File: config.mk
export PLATFORM = sky130hd
export DESIGN_NAME = multicycle_control_fsm
export DESIGN_NICKNAME = d
export VERILOG_FILES = /design/src/rtl/multicycle_control_fsm_pkg.sv /design/src/rtl/multicycle_control_fsm_decode.sv /design/src/rtl/multicycle_control_fsm.sv
export SDC_FILE = /design/constraint.sdc
export NUM_CORES = 1
export LEC_CHECK = 0
export ABC_CLOCK_PERIOD_IN_PS = 2750
export BUFFER_PORTS_ARGS = -buffer_cell sky130_fd_sc_hd__buf_4
export CORE_MARGIN = 1.5
export CORE_UTILIZATION = 53
export DETAILED_ROUTE_END_ITERATION = 8
export PLACE_DENSITY = 0.8
export SETUP_SLACK_MARGIN = 0.15
export SYNTH_ARGS = -nofsm -noshare
export SYNTH_HDL_FRONTEND = slang
export SYNTH_SLANG_ARGS = --single-unit
export TNS_END_PERCENT = 5
File: constraint.sdc
create_clock -name clk -period 2.75 [get_ports clk]
set_input_delay 0.275 -clock clk [delete_from_list [all_inputs] [get_ports clk]]
set_output_delay 0.275 -clock clk [all_outputs]
set_load 0.05 [all_outputs]
File: src/rtl/multicycle_control_fsm_pkg.sv
// Shared control definitions for the RV32I lab CPU.
// Used by the sequencer, the datapath and ALU control.
package cpu_ctrl_pkg;

    typedef enum logic [2:0] {
        ST_IF   = 3'd0,
        ST_ID   = 3'd1,
        ST_EX   = 3'd2,
        ST_MEM  = 3'd3,
        ST_WB   = 3'd4,
        ST_HALT = 3'd5
    } state_e;

    localparam logic [6:0] OP_R      = 7'b0110011;
    localparam logic [6:0] OP_I      = 7'b0010011;
    localparam logic [6:0] OP_LOAD   = 7'b0000011;
    localparam logic [6:0] OP_STORE  = 7'b0100011;
    localparam logic [6:0] OP_BRANCH = 7'b1100011;
    localparam logic [6:0] OP_JAL    = 7'b1101111;
    localparam logic [6:0] OP_JALR   = 7'b1100111;
    localparam logic [6:0] OP_ECALL  = 7'b1110011;

    localparam logic [1:0] ALU_ADD    = 2'b00;
    localparam logic [1:0] ALU_FUNCT  = 2'b01;
    localparam logic [1:0] ALU_BRANCH = 2'b10;

    localparam logic [1:0] PC_PLUS4 = 2'b00;
    localparam logic [1:0] PC_IMM   = 2'b01;
    localparam logic [1:0] PC_ALU   = 2'b10;

    localparam logic [1:0] WB_ALU = 2'b00;
    localparam logic [1:0] WB_MDR = 2'b01;
    localparam logic [1:0] WB_PC4 = 2'b10;

    typedef struct packed {
        logic r;
        logic i;
        logic load;
        logic store;
        logic branch;
        logic jal;
        logic jalr;
        logic ecall;
        logic illegal;
    } op_class_t;

endpackage

File: src/rtl/multicycle_control_fsm_decode.sv
// Opcode classifier: maps IR[6:0] to a one-hot instruction class.
// Anything outside the supported RV32I subset lands in the illegal class.
module opcode_class_decode
    import cpu_ctrl_pkg::*;
(
    input  logic [6:0] opcode,
    output op_class_t  op_class
);

    // One-hot class lookup on the major opcode.
    always_comb begin
        op_class = '0;
        case (opcode)
            OP_R:      op_class.r       = 1'b1;
            OP_I:      op_class.i       = 1'b1;
            OP_LOAD:   op_class.load    = 1'b1;
            OP_STORE:  op_class.store   = 1'b1;
            OP_BRANCH: op_class.branch  = 1'b1;
            OP_JAL:    op_class.jal     = 1'b1;
            OP_JALR:   op_class.jalr    = 1'b1;
            OP_ECALL:  op_class.ecall   = 1'b1;
            default:   op_class.illegal = 1'b1;
        endcase
    end

endmodule

File: src/rtl/multicycle_control_fsm.sv
// Multi-cycle IF/ID/EX/MEM/WB sequencer for the RV32I lab CPU.
// Drives datapath enables, stalls on mem_ready, halts on exit ecall.
module multicycle_control_fsm
    import cpu_ctrl_pkg::*;
#(
    parameter int CNT_W = 32
) (
    input  logic             clk,
    input  logic             reset,
    input  logic [6:0]       opcode,
    input  logic             alu_bcond,
    input  logic             is_halted,
    input  logic             mem_ready,
    output logic             pc_write,
    output logic [1:0]       pc_source,
    output logic             iord,
    output logic             mem_read,
    output logic             mem_write,
    output logic             ir_write,
    output logic             alu_src_a,
    output logic             alu_src_b,
    output logic [1:0]       alu_op,
    output logic             reg_write,
    output logic [1:0]       wb_sel,
    output logic             halted,
    output logic             illegal,
    output logic [CNT_W-1:0] cycle_cnt,
    output logic [CNT_W-1:0] instret_cnt
);

    state_e           state_q, state_d;
    logic             halted_q, halted_d;
    logic [CNT_W-1:0] cycle_cnt_q, cycle_cnt_d;
    logic [CNT_W-1:0] instret_cnt_q, instret_cnt_d;
    op_class_t        cls;

    opcode_class_decode u_dec (
        .opcode   (opcode),
        .op_class (cls)
    );

    // State, halt flag and counters; reset returns to a fresh IF.
    always_ff @(posedge clk or posedge reset) begin
        if (reset) begin
            state_q       <= ST_IF;
            halted_q      <= 1'b0;
            cycle_cnt_q   <= '0;
            instret_cnt_q <= '0;
        end else begin
            state_q       <= state_d;
            halted_q      <= halted_d;
            cycle_cnt_q   <= cycle_cnt_d;
            instret_cnt_q <= instret_cnt_d;
        end
    end

    // Next-state and enable decode; reset forces every enable low at once.
    always_comb begin
        state_d   = state_q;
        halted_d  = halted_q;
        pc_write  = 1'b0;
        pc_source = PC_PLUS4;
        iord      = 1'b0;
        mem_read  = 1'b0;
        mem_write = 1'b0;
        ir_write  = 1'b0;
        alu_src_a = 1'b0;
        alu_src_b = 1'b0;
        alu_op    = ALU_ADD;
        reg_write = 1'b0;
        wb_sel    = WB_ALU;
        illegal   = 1'b0;

        unique case (state_q)
            ST_IF: begin
                mem_read = 1'b1;
                ir_write = mem_ready;
                if (mem_ready) begin
                    state_d = ST_ID;
                end
            end
            ST_ID: begin
                if (cls.ecall && is_halted) begin
                    state_d  = ST_HALT;
                    halted_d = 1'b1;
                end else if (cls.ecall || cls.illegal) begin
                    illegal  = cls.illegal;
                    pc_write = 1'b1;
                    state_d  = ST_IF;
                end else begin
                    state_d = ST_EX;
                end
            end
            ST_EX: begin
                unique case (1'b1)
                    cls.r: begin
                        alu_src_a = 1'b1;
                        alu_op    = ALU_FUNCT;
                        state_d   = ST_WB;
                    end
                    cls.i: begin
                        alu_src_a = 1'b1;
                        alu_src_b = 1'b1;
                        alu_op    = ALU_FUNCT;
                        state_d   = ST_WB;
                    end
                    cls.load, cls.store: begin
                        alu_src_a = 1'b1;
                        alu_src_b = 1'b1;
                        state_d   = ST_MEM;
                    end
                    cls.branch: begin
                        alu_src_a = 1'b1;
                        alu_op    = ALU_BRANCH;
                        pc_write  = 1'b1;
                        pc_source = alu_bcond ? PC_IMM : PC_PLUS4;
                        state_d   = ST_IF;
                    end
                    cls.jal: begin
                        state_d = ST_WB;
                    end
                    cls.jalr: begin
                        alu_src_a = 1'b1;
                        alu_src_b = 1'b1;
                        state_d   = ST_WB;
                    end
                    default: begin
                        state_d = ST_IF;
                    end
                endcase
            end
            ST_MEM: begin
                iord = 1'b1;
                if (cls.load) begin
                    mem_read = 1'b1;
                    if (mem_ready) begin
                        state_d = ST_WB;
                    end
                end else if (cls.store) begin
                    mem_write = 1'b1;
                    if (mem_ready) begin
                        pc_write = 1'b1;
                        state_d  = ST_IF;
                    end
                end else begin
                    state_d = ST_IF;
                end
            end
            ST_WB: begin
                reg_write = 1'b1;
                pc_write  = 1'b1;
                state_d   = ST_IF;
                if (cls.load) begin
                    wb_sel = WB_MDR;
                end else if (cls.jal) begin
                    wb_sel    = WB_PC4;
                    pc_source = PC_IMM;
                end else if (cls.jalr) begin
                    wb_sel    = WB_PC4;
                    pc_source = PC_ALU;
                end
            end
            ST_HALT: begin
                state_d = ST_HALT;
            end
            default: begin
                state_d = ST_IF;
            end
        endcase

        if (reset) begin
            pc_write  = 1'b0;
            pc_source = PC_PLUS4;
            iord      = 1'b0;
            mem_read  = 1'b0;
            mem_write = 1'b0;
            ir_write  = 1'b0;
            alu_src_a = 1'b0;
            alu_src_b = 1'b0;
            alu_op    = ALU_ADD;
            reg_write = 1'b0;
            wb_sel    = WB_ALU;
            illegal   = 1'b0;
        end
    end

    // Cycle counter freezes in HALT; instret ticks once per PC update.
    always_comb begin
        cycle_cnt_d   = cycle_cnt_q;
        instret_cnt_d = instret_cnt_q;
        if (state_q != ST_HALT) begin
            cycle_cnt_d = cycle_cnt_q + CNT_W'(1);
        end
        if (pc_write) begin
            instret_cnt_d = instret_cnt_q + CNT_W'(1);
        end
    end

    assign halted      = halted_q;
    assign cycle_cnt   = cycle_cnt_q;
    assign instret_cnt = instret_cnt_q;

endmodule
==> results of run 1 <==
==> path summary, 6_finish.rpt <==
check                                   to  slack [ps]
max                               pc_write         260
min                         instret_cnt[1]         120
max reg2reg                instret_cnt[27]         510
min reg2reg                  cycle_cnt[31]         470
max in group asynchronous    cycle_cnt[15]        1890
min in group clk                    halted         200
==> synth_stat cells (2+ instances only) <==
library cell / number / area (sq um)
nor2b_1: 3 / 18.8
a21oi_1: 7 / 35.0
or3_1: 2 / 12.5
ha_1: 2 / 25.0
nand3b_1: 3 / 22.5
buf_4: 2 / 15.0
buf_2: 5 / 25.0
inv_1: 6 / 22.5
xnor2_1: 48 / 420
nand2_1: 19 / 71.3
xor2_1: 14 / 123
nand2b_1: 4 / 25.0
nor3_1: 9 / 45.0
and2_1: 7 / 43.8
nor2_1: 28 / 105
buf_6: 2 / 22.5
dfrtp_1: 68 / 1700
clkbuf_1: 7 / 26.3
mux2_2: 2 / 22.5
o21ai_0: 2 / 10.0
and3_1: 22 / 138
and4_1: 9 / 78.8
nand4_1: 25 / 156
nand3_1: 33 / 165
nor4_1: 2 / 12.5
or2_2: 3 / 18.8
nor3b_1: 2 / 15.0
==> metrics by stage <==
step           power (mW)  setup slack [ps]
3_3_place_gp         1.88               536
4_1_cts              2.82               204
6_report             2.81               264
5_1_grt              2.92               185
3_5_place_dp         1.90               480
2_1_floorplan        1.69              -111
==> power by group through the flow <==
stage | logic [mW] | clock network, mW | registers, mW
finish | 0.698 | 0.923 | 1.19
CTS | 0.700 | 0.932 | 1.19
global placement | 0.682 | 0 | 1.20
floorplan | 0.235 | 0 | 1.45
detailed placement | 0.700 | 0 | 1.20
global route | 0.740 | 0.972 | 1.20
==> sequential cells by signal, summed over array words and instances, names as in the netlist <==
register and cells:
halted 1, cycle_cnt 32, instret_cnt 32, state_q 3
==> logic make-up (layout without fill, tap and decap cells) <==
kind of cell	Yosys count	after routing	share of synthesized area, %
fa+ha+maj	2	2	0.697
buf+inv	23	121	3.21
flops	68	68	47.4
mux	3	3	0.906
compound gates	19	19	3.73
simple gates	181	181	28.9
xor+xnor	62	62	15.1
==> layout make-up <==
type | count | area, sq um | share of cell area [%]
clock buffer | 10 | 138 | 3.01
clock inverter | 6 | 86.3 | 1.89
inverter | 7 | 26.3 | 0.575
multi-input combinational | 267 | 1780 | 39.0
sequential | 68 | 1700 | 37.3
tap | 77 | 96.3 | 2.11
timing repair buffer | 98 | 736 | 16.1
==> routing by layer <==
| layer | routed length (um) | share of wire (%) |
|---|---|---|
| met1 | 3740 | 45 |
| met5 | 0 | 0 |
| met3 | 417 | 5.0 |
| met2 | 4030 | 48 |
| met4 | 159 | 1.9 |
==> cell usage in the layout (no fill, tap or decap), types with 2 or more instances in the layout <==
master and n:
a21oi_1 7, nor2b_1 3, or2_2 3, buf_4 98, clkinv_2 2, nor3_1 9
xnor2_1 48, nor3b_1 2, and4_1 9, and3_1 22, and2_1 7, mux2_2 2
nand2b_1 4, bufinv_16 2, inv_1 5, clkbuf_8 10, nand4_1 25, dfrtp_1 67
ha_1 2, o21ai_0 2, nand2_1 19, xor2_1 14, nor4_1 2, or3_1 2
inv_2 2, nand3_1 33, nand3b_1 3, nor2_1 28
==> results.md, run 1 <==
* Hold Vio Cnt, Final at 0
* RSZ-0062 raised after global routing: false
* Clock Skews at 7.43 ps
* WP buf/inv at 2
* Fin. max-slew vios at 0
* Die area at slightly above 0.007 sq mm
* Worst EP required at 2480 ps
* R2r worst-path depth at 6
* Sequential share of power at 42.3%
* Setup violators final at 0
* Hold Crit Class: input pin to async pin
* Period Utilization, post-route at 90.4%
* Root buffer cell: clkbuf_8
* Largest net degree at the start of global routing at 39
* Port Buf Inserts at 91
* Clk pwr share at 32.9%
* Row count at 29
* First-pass DRT Iterations at 6
* Post-synth cell types at 49
* Status: finished, violations left
* Number of synthesized flops with an enable pin at 0
* Worst Setup SP: state_q[1]
* Crit start category: register
* Reg clk slew, reported paths at 80 ps
* Crit path depth at 6
* Fin Hold WS at 121 ps
* Fraction of layout cells with a size suffix above 1 at approximately 29%
* Synth async-reset ratio at 100%
* Global route overflow at 0
* Antenna diodes at 0
* H-tree depth at 3
* Avg Cell Area, Syn at 10.0 sq um
* Gr busiest metal: met2
* Detailed Route WL at between 8 and 9 mm
* Failing checks: design-rule violations
* Largest fanout on the critical path at 16
* Peak VDD IR at between 0.0006 and 0.0007 V
* F_max at between 400 and 500 MHz
* Placed Area at 0.00434 sq mm
* Delay of the slowest cell on the worst path at 520 ps
* TritonCTS clock tree: done
* GR Util All Layers at 24.0%
* Switching Share at 34.4%
* Internal power at roughly 1.8 mW
* Fraction of the yosys area taken by sequential cells at 47.4%
* Critical path's top delay family: simple AND/OR/NAND/NOR gates
* DRC violations left at 5
* Initial antenna violation count at 0
* Fin cells at 533
* Die height at 85.3 um
* Setup CP Type: register to primary output
* Fin util at 70.7%
* Io pins at just over 90
* Placed cells at 517
* Setup Total Neg Slack at 0 ps
* GP Congestion at 0.913
* Slew @ Worst Pin at 789 ps
* Area Growth Syn to Fin at 27.3%
* Starting Density at 55.6%
* Minimum clock period at 2490 ps
* Met1 Use GR at 32.0%
* Worst slew margin at around 47%
* CP Cell Sequence: or4b_1, or3_1, o2111ai_2, nand2_1, inv_1, buf_4
* Synthesized area at 0.00359 sq mm
* Final antenna-violating net count at 0
* Clk buf depth at 2
* Hold buffer count at CTS at 0
* DRT iter0 DRCs at around 170
* Vias at 3,049
* Net Sw Power at approximately 0.97 mW
* Grt met2 use at between 30% and 40%
* TritonCTS Buffers at 9
* Yosys warning count at 0
* Slowest CP cell: or4b_1
* Arr. time, crit path at between 2000 and 2500 ps
* Met3 Usage GRT at 5.16%
* Leak Pwr at 2.17 nW
* Hpwl dp at 5.95 mm
* Post_cts resized at 0
* CP endpoint kind: primary output
* Routed WL per cell at 15.7 um
* Design area at 0.00457 sq mm
* Mapped Nets at 372
* Clk sinks at 68
* FF-to-FF Start: state_q[1]
* Later-pin clock latency in the skew report at 340 ps
* Syn Inst Count at between 300 and 400
* Pwr Density at 615 mW/mm^2
* Vias in the first global route at about 2,900
* First-pass GRT wire length at around 14 mm
* Vias per cell at approximately 5.7
* Core area at 0.00646 sq mm
* Main synth FF type: dfrtp_1
* FF+latch count, synth at 68
* Comb pwr share at 24.8%
* Post-CTS Setup Bufs at 0
* Die Width at ~85 um
* Filler instances at ~500
* Max cap viols at 0
* Nets at between 400 and 500
Power figures use the tool's default switching activity.
==> run 2, diff against run 1 <==
--- a/config.mk
+++ b/config.mk
@@ -14,5 +14,6 @@
 export SETUP_SLACK_MARGIN = 0.15
 export SYNTH_ARGS = -nofsm -noshare
 export SYNTH_HDL_FRONTEND = slang
+export SYNTH_HIERARCHICAL = 1
 export SYNTH_SLANG_ARGS = --single-unit
 export TNS_END_PERCENT = 5
==> run 2 against run 1 <==
The run now ends clean. Setup slack gained 130 ps. Total power is 3.8% higher. Final area is 1.4% lower. Die area down 3.6%. Hold slack improved by 140 ps. Via count is 4.4% lower. Register-to-register slack improved by 100 ps. Clock-buffer cell count increased by 1. Synthesized cell count fell by 4.7%. Routed wire length decreased by 4.6%.
==> results.md, run 2 <==
* First-pass GRT wire length at 13.6 mm (-1.4%)
* Pwr Density at 647 mW/mm^2 (+5.3%)
* Delay of the slowest cell on the worst path at 530 ps (about the same)
* Post-synth top area share at 49.2% (+1.8 points)
* Max cap viols at 0 (unchanged)
* Internal power at 1.90 mW (+3.3%)
* Avg Cell Area, Syn at 10.1 sq um (+1.1%)
* Detailed Route WL at 7.96 mm (-4.6%)
* Initial antenna violation count at 0 (unchanged)
* Number of synthesized flops with an enable pin at 0 (unchanged)
* Vias at 2,915 (-4.4%)
* Fin. max-slew vios at 0 (unchanged)
* Comb pwr share at 25.8% (+1.0 points)
* Status: completed
* Final antenna-violating net count at 0 (unchanged)
* FF-to-FF Start: instret_cnt[3]
* Reg clk slew, reported paths at 70 ps (about the same)
* Switching Share at 34.7% (+0.31 points)
* FF-to-FF End: instret_cnt[30]
* Post-synth top cells: dfrtp_1 (68), xnor2_1 (41), nand2_1 (38)
* GR Util All Layers at 23.8% (-0.23 points)
* Synthesized area at 0.00346 sq mm (-3.7%)
* Period Utilization, post-route at 85.5% (-4.9 points)
* Arr. time, crit path at 2080 ps (-130 ps)
* Filler instances at 482 (-2.4%)
* Clock Skews at 14.4 ps (+6.94 ps)
* Worst Hold Path Cells at 3
* Slowest CP cell: dfrtp_1
* Root buffer cell: clkbuf_8
* Worst slew margin at 44.6% (-2.7 points)
* Yosys warning count at 6 (+6)
* Hold Crit Class: input pin to register
* Most common cell after layout, fill and taps aside: buf_4
* H-tree depth at 3 (unchanged)
* Fraction of layout cells with a size suffix above 1 at 29.4% (+0.71 points)
* Die area at 0.00702 sq mm (-3.6%)
* FF+latch count, synth at 68 (unchanged)
* Port Buf Inserts at 91 (unchanged)
* Hold Vio Cnt, Final at 0 (unchanged)
* GP Congestion at 0.876 (-4.1%)
* Mapped Nets at 355 (-4.6%)
* Die Width at 83.8 um (-1.8%)
* Design area at 0.00450 sq mm (-1.4%)
* CP Cell Sequence: nor3b_1, a21boi_2, or3_1, buf_4
* Clk buf depth at 2 (unchanged)
* Vias per cell at 5.58 (-2.4%)
* Core area at 0.00631 sq mm (-2.2%)
* Peak VDD IR at 0.000489 V (-28%)
* Fin util at 71.3% (+0.62 points)
* FF/Latch Area at 0.00170 sq mm (about the same)
* Sequential share of power at 41.6% (-0.7 points)
* R2R setup slack at 610 ps (+100 ps)
* Leading cell type by number of instances after synthesis: dfrtp_1
* Min-delay src: is_halted
* Worst EP required at 2480 ps (about the same)
* Main synth FF type: dfrtp_1
* Fraction of the yosys area taken by sequential cells at 49.2% (+1.8 points)
* R2r worst-path depth at 5 (-1)
* Io pins at 92 (unchanged)
* F_max at 425 MHz (+5.7%)
* CP endpoint kind: primary output
* Global route overflow at 0 (unchanged)
* TritonCTS clock tree: done
* Setup CP Type: register to primary output
* Post-synth cell types at 52 (+6.1%)
* Syn Inst Count at 341 (-4.7%)
* Leak Pwr at 2.16 nW (-0.56%)
* Hpwl dp at 5.71 mm (-3.9%)
* Multi-input logic area at 0.00170 sq mm (-4.6%)
* Area Growth Syn to Fin at 30.3%
* Crit start category: register
* Top cells by area, synth: dfrtp_1 (49%), xnor2_1 (10%), xor2_1 (5.3%), nand2_1 (4.1%), nor2_1 (3.1%)
* Leading cell types in the layout, fill and taps excluded: buf_4 (97), dfrtp_1 (68), xnor2_1 (41)
* RSZ-0062 raised after global routing: false
* Starting Density at 54.8% (-0.82 points)
* Clk pwr share at 32.6% (-0.3 points)
* TritonCTS Buffers at 9 (unchanged)
* Minimum clock period at 2350 ps (-135 ps)
* Hold buffer count at CTS at 0 (unchanged)
* First-pass DRT Iterations at 4 (-2)
* Setup violators final at 0 (unchanged)
* DRC violations left at 0 (-5)
* Routed WL per cell at 15.2 um (-2.6%)
* Row count at 29 (unchanged)
* Setup Total Neg Slack at 0 ps (unchanged)
* Net Sw Power at 1.01 mW (+4.8%)
* Largest area contributor in the netlist: dfrtp_1
* Antenna diodes at 0 (unchanged)
* Largest fanout on the critical path at 11 (-5)
* Slew @ Worst Pin at 831 ps (+42.1 ps)
* Vias in the first global route at 2,918 (+1.6%)
* DRT iter0 DRCs at 143 (-15%)
* Largest net degree at the start of global routing at 69 (+77%)
* Hold EP: halted
* Nets at 454 (-2.4%)
* Synth async-reset ratio at 100% (unchanged)
* Die height at 83.8 um (-1.8%)
* Placed Area at 0.00427 sq mm (-1.7%)
* Clk sinks at 68 (unchanged)
* Later-pin clock latency in the skew report at 340 ps (about the same)
==> run 2: logic make-up (layout without fill, tap and decap cells) <==
group / after synthesis / in the layout / synth area share, %
buffers and inverters: 18 / 122 / 2.35
adder cells (fa/ha/maj): 2 / 2 / 0.724
multiplexers: 2 / 2 / 0.651
AO/OA/AOI/OAI: 19 / 19 / 4.31
flip-flops: 68 / 68 / 49.2
AND/OR/NAND/NOR: 170 / 170 / 27.0
XOR/XNOR: 62 / 62 / 15.7
==> run 2: area by class of cell <==
| type | count | share of cell area [%] |
|---|---|---|
| inverters | 9 | 0.944 |
| flip-flops and latches | 68 | 37.8 |
| clock inverters | 5 | 1.83 |
| multi-input cells | 255 | 37.8 |
| clock buffers | 11 | 3.36 |
| well taps | 77 | 2.14 |
| repair buffers | 97 | 16.2 |
==> run 2: what timing repair did <==
| item | 4_1_cts | 5_1_grt |
|---|---|---|
| endpoints found under the setup margin | 0 | 1 |
| setup buffers | 0 | 0 |
| gates resized for setup | 0 | 1 |
==> run 2: power groups by stage <==
stage | registers, mW | clock network [mW] | logic, mW
final | 1.21 | 0.950 | 0.753
after global routing | 1.23 | 1.00 | 0.794
after CTS | 1.21 | 0.958 | 0.759
after detailed placement | 1.23 | 0 | 0.755
after global placement | 1.23 | 0 | 0.741
after floorplan | 1.51 | 0 | 0.240
==> run 2: worst max-delay path, delay by kind of cell, from the launching register on <==
family / cells / cell delay (ps)
flops: 1 / 530
buf+inv: 1 / 230
simple gates: 2 / 620
compound gates: 1 / 370
==> run 2: per-layer routing <==
layer / global-route usage (%) / vias up / part of all wire, %
li1: - / 1377 / -
met1: 31.5 / 1455 / 43
met2: 39.8 / 75 / 52
met3: 3.17 / 8 / 4.2
met4: 9.39 / 0 / 1.2
met5: 0 / - / 0
==> run 2: how the worst max path moves through the flow <==
stage | start | end | slack [ps] | depth (start not counted)
after floorplan | reset | instret_cnt[30] | 110 | 6
after global placement | opcode[3] | instret_cnt[5] | 370 | 9
after detailed placement | opcode[3] | instret_cnt[5] | 280 | 9
after CTS | state_q[2] | pc_write | 240 | 4
after global routing | state_q[2] | pc_write | 270 | 4
final | state_q[2] | pc_write | 400 | 4
==> run 2: metrics by stage <==
stage / hold slack, ps / power, mW / std cells / worst slack [ps]
floorplan: 447 / 1.75 / 341 / 105
global placement: 456 / 1.97 / 506 / 370
detailed placement: 461 / 1.99 / 506 / 282
CTS: 251 / 2.93 / 522 / 237
global route: 299 / 3.02 / 522 / 269
finish: 265 / 2.92 / 522 / 399
==> run 3, diff against run 2 <==
--- a/config.mk
+++ b/config.mk
@@ -7,7 +7,6 @@
 export LEC_CHECK = 0
 export ABC_CLOCK_PERIOD_IN_PS = 2750
 export BUFFER_PORTS_ARGS = -buffer_cell sky130_fd_sc_hd__buf_4
-export CORE_MARGIN = 1.5
 export CORE_UTILIZATION = 53
 export DETAILED_ROUTE_END_ITERATION = 8
 export PLACE_DENSITY = 0.8
==> run 3 against run 2 <==
Clock-buffer cell count grew 1. Clock skew shrank 3.0 ps. Routed wire length fell by 3.3%. Sequential cell count is the same. Die area is 2.4% lower. Sequential power hardly changed. Final area is 0.94% lower. Total power shrank 4.4%. Cell count down 0.19%. Fmax is 5.3% lower. Utilization is 0.67 points lower. Critical endpoint unchanged.
==> results.md, run 3 (same netlist as run 2, synthesis figures left out) <==
* F_max at 403 MHz (-5.3%)
* TritonCTS clock tree: done
* Clk sinks at 68 (unchanged)
* Setup Total Neg Slack at 0 ps (unchanged)
* Clock Skews at 11.3 ps (-3.03 ps)
* Leak Pwr at 2.14 nW (-1.1%)
* Comb pwr share at 27.0% (+1.2 points)
* Worst EP required at 2480 ps (about the same)
* H-tree depth at 3 (unchanged)
* Fin Hold WS at 237 ps (-28.0 ps)
* Most common cell after layout, fill and taps aside: buf_4
* Hold Crit Class: input pin to register
* Internal power at 1.78 mW (-6.4%)
* Die height at 82.8 um (-1.2%)
* Slowest CP cell: dfrtp_1
* Fin cells at 521 (-0.19%)
* Period Utilization, post-route at 90.3% (+4.8 points)
* Vias per cell at 5.47 (-2.0%)
* Fin util at 70.7% (-0.67 points)
* Filler instances at 484 (+0.41%)
* Max cap viols at 0 (unchanged)
* Die Width at 82.8 um (-1.2%)
* Largest fanout on the critical path at 11 (unchanged)
* Vias in the first global route at 2,651 (-9.2%)
* Area Growth Syn to Fin at 29.1%
* Core area at 0.00631 sq mm (unchanged)
* Status: completed
* Hold Vio Cnt, Final at 0 (unchanged)
* RSZ-0062 raised after global routing: false
* Starting Density at 54.8% (unchanged)
* DRC violations left at 0 (unchanged)
* Clk pwr share at 29.4% (-3.2 points)
* FF-to-FF End: instret_cnt[28]
* First-pass DRT Iterations at 4 (unchanged)
* Largest net degree at the start of global routing at 69 (unchanged)
* Delay of the slowest cell on the worst path at 520 ps (about the same)
* Reg clk slew, reported paths at 70 ps (about the same)
* Peak VDD IR at 0.000474 V (-3.1%)
* Hold EP: halted
* Detailed Route WL at 7.69 mm (-3.3%)
* DRT iter0 DRCs at 168 (+17%)
* Fraction of layout cells with a size suffix above 1 at 29.1% (-0.38 points)
* Nets at 453 (-0.22%)
* Final antenna-violating net count at 0 (unchanged)
* Clk buf depth at 2 (unchanged)
* Setup CP Type: register to primary output
* Die area at 0.00685 sq mm (-2.4%)
* CP endpoint kind: primary output
* Min-delay src: is_halted
* Sequential share of power at 43.5% (+1.9 points)
* Crit start category: register
* Routed WL per cell at 14.8 um (-3.1%)
* Pwr Density at 625 mW/mm^2 (-3.5%)
* Later-pin clock latency in the skew report at 350 ps (about the same)
* Switching Share at 36.1% (+1.4 points)
* Post_cts resized at 0 (unchanged)
* Pwr Total at 2.79 mW (-4.4%)
* Row count at 29 (unchanged)
* Post-CTS Setup Bufs at 0 (unchanged)
* Setup violators final at 0 (unchanged)
* Global route overflow at 0 (unchanged)
* Fin. max-slew vios at 0 (unchanged)
* Root buffer cell: clkbuf_8
* R2R setup slack at 520 ps (-90 ps)
* Port Buf Inserts at 91 (unchanged)
* R2r worst-path depth at 5 (unchanged)
* Leading cell types in the layout, fill and taps excluded: buf_4 (96), dfrtp_1 (68), xnor2_1 (41)
* Minimum clock period at 2480 ps (+131 ps)
* Critical path's top delay family: simple AND/OR/NAND/NOR gates
* Worst Hold Path Cells at 3 (unchanged)
* Hold buffer count at CTS at 0 (unchanged)
* GP Congestion at 0.889 (+1.5%)
* Arr. time, crit path at 2210 ps (+130 ps)
* Slew @ Worst Pin at 843 ps (+11.7 ps)
* GR Util All Layers at 23.9% (+0.12 points)
* Placed cells at 505 (-0.20%)
* First-pass GRT wire length at 12.1 mm (-11%)
* TritonCTS Buffers at 9 (unchanged)
* Vias at 2,852 (-2.2%)
* Hpwl dp at 5.62 mm (-1.6%)
* Net Sw Power at 1.01 mW (-0.65%)
* FF-to-FF Start: instret_cnt[3]
* Worst slew margin at 43.8% (-0.78 points)
* Initial antenna violation count at 0 (unchanged)
* Io pins at 92 (unchanged)
* Antenna diodes at 0 (unchanged)
* CP Cell Sequence: nor3b_1, a21boi_2, or3_1, buf_4
* WP buf/inv at 1 (unchanged)
## run 3: cell count changes in the layout (fill, tap and decap cells not counted)
cell and change:
bufinv_16 -1, buf_4 -1, inv_6 -1, nor3_2 +1, clkinv_2 +1, nor3_1 -1
clkbuf_8 -1, clkbuf_1 +2
## run 3: stage by stage
stage	area, sq um	setup WS (ps)
6_report	4460	268
5_1_grt	4460	127
2_1_floorplan	3500	105
3_5_place_dp	4260	145
3_3_place_gp	4260	244
4_1_cts	4450	210
## run 3: worst reg2reg max path, cell delays in order (launching register included)
cell and delay [ps]:
dfrtp_1 450, nand4_1 280, nor4_1 630, o311ai_0 370
nor2_1 230, xor2_1 190
## run 3: power by group through the flow
stage / Sequential (mW) / Clock (mW) / Combinational (mW)
2_1_floorplan: 1.51 / 0 / 0.240
3_3_place_gp: 1.23 / 0 / 0.742
3_5_place_dp: 1.23 / 0 / 0.759
4_1_cts: 1.21 / 0.829 / 0.759
5_1_grt: 1.23 / 0.864 / 0.801
6_report: 1.21 / 0.820 / 0.754
## run 3: how the worst max path moves through the flow
stage                from              end  cells past startpoint
2_1_floorplan       reset  instret_cnt[30]                      6
3_3_place_gp    opcode[3]  instret_cnt[30]                      9
3_5_place_dp    opcode[3]  instret_cnt[17]                      9
4_1_cts        state_q[2]         pc_write                      4
5_1_grt         opcode[3]         pc_write                      8
6_report       state_q[2]         pc_write                      4
## run 3: final cells by class
type                       instances  area (sq um)  share of cell area [%]
multi-input combinational        255          1710                    38.3
inverter                           9          42.5                   0.953
clock buffer                      12           145                    3.25
sequential                        68          1700                    38.1
tap                               77          96.3                    2.16
clock inverter                     4          48.8                    1.09
timing repair buffer              96           721                    16.2
## run 3: layer usage
metal	share of wire [%]	vias to the layer above	GRT usage, %
li1	-	1373	-
met1	44	1389	30.0
met2	49	79	39.2
met3	5.2	11	6.15
met4	1.5	0	9.48
met5	0	-	0
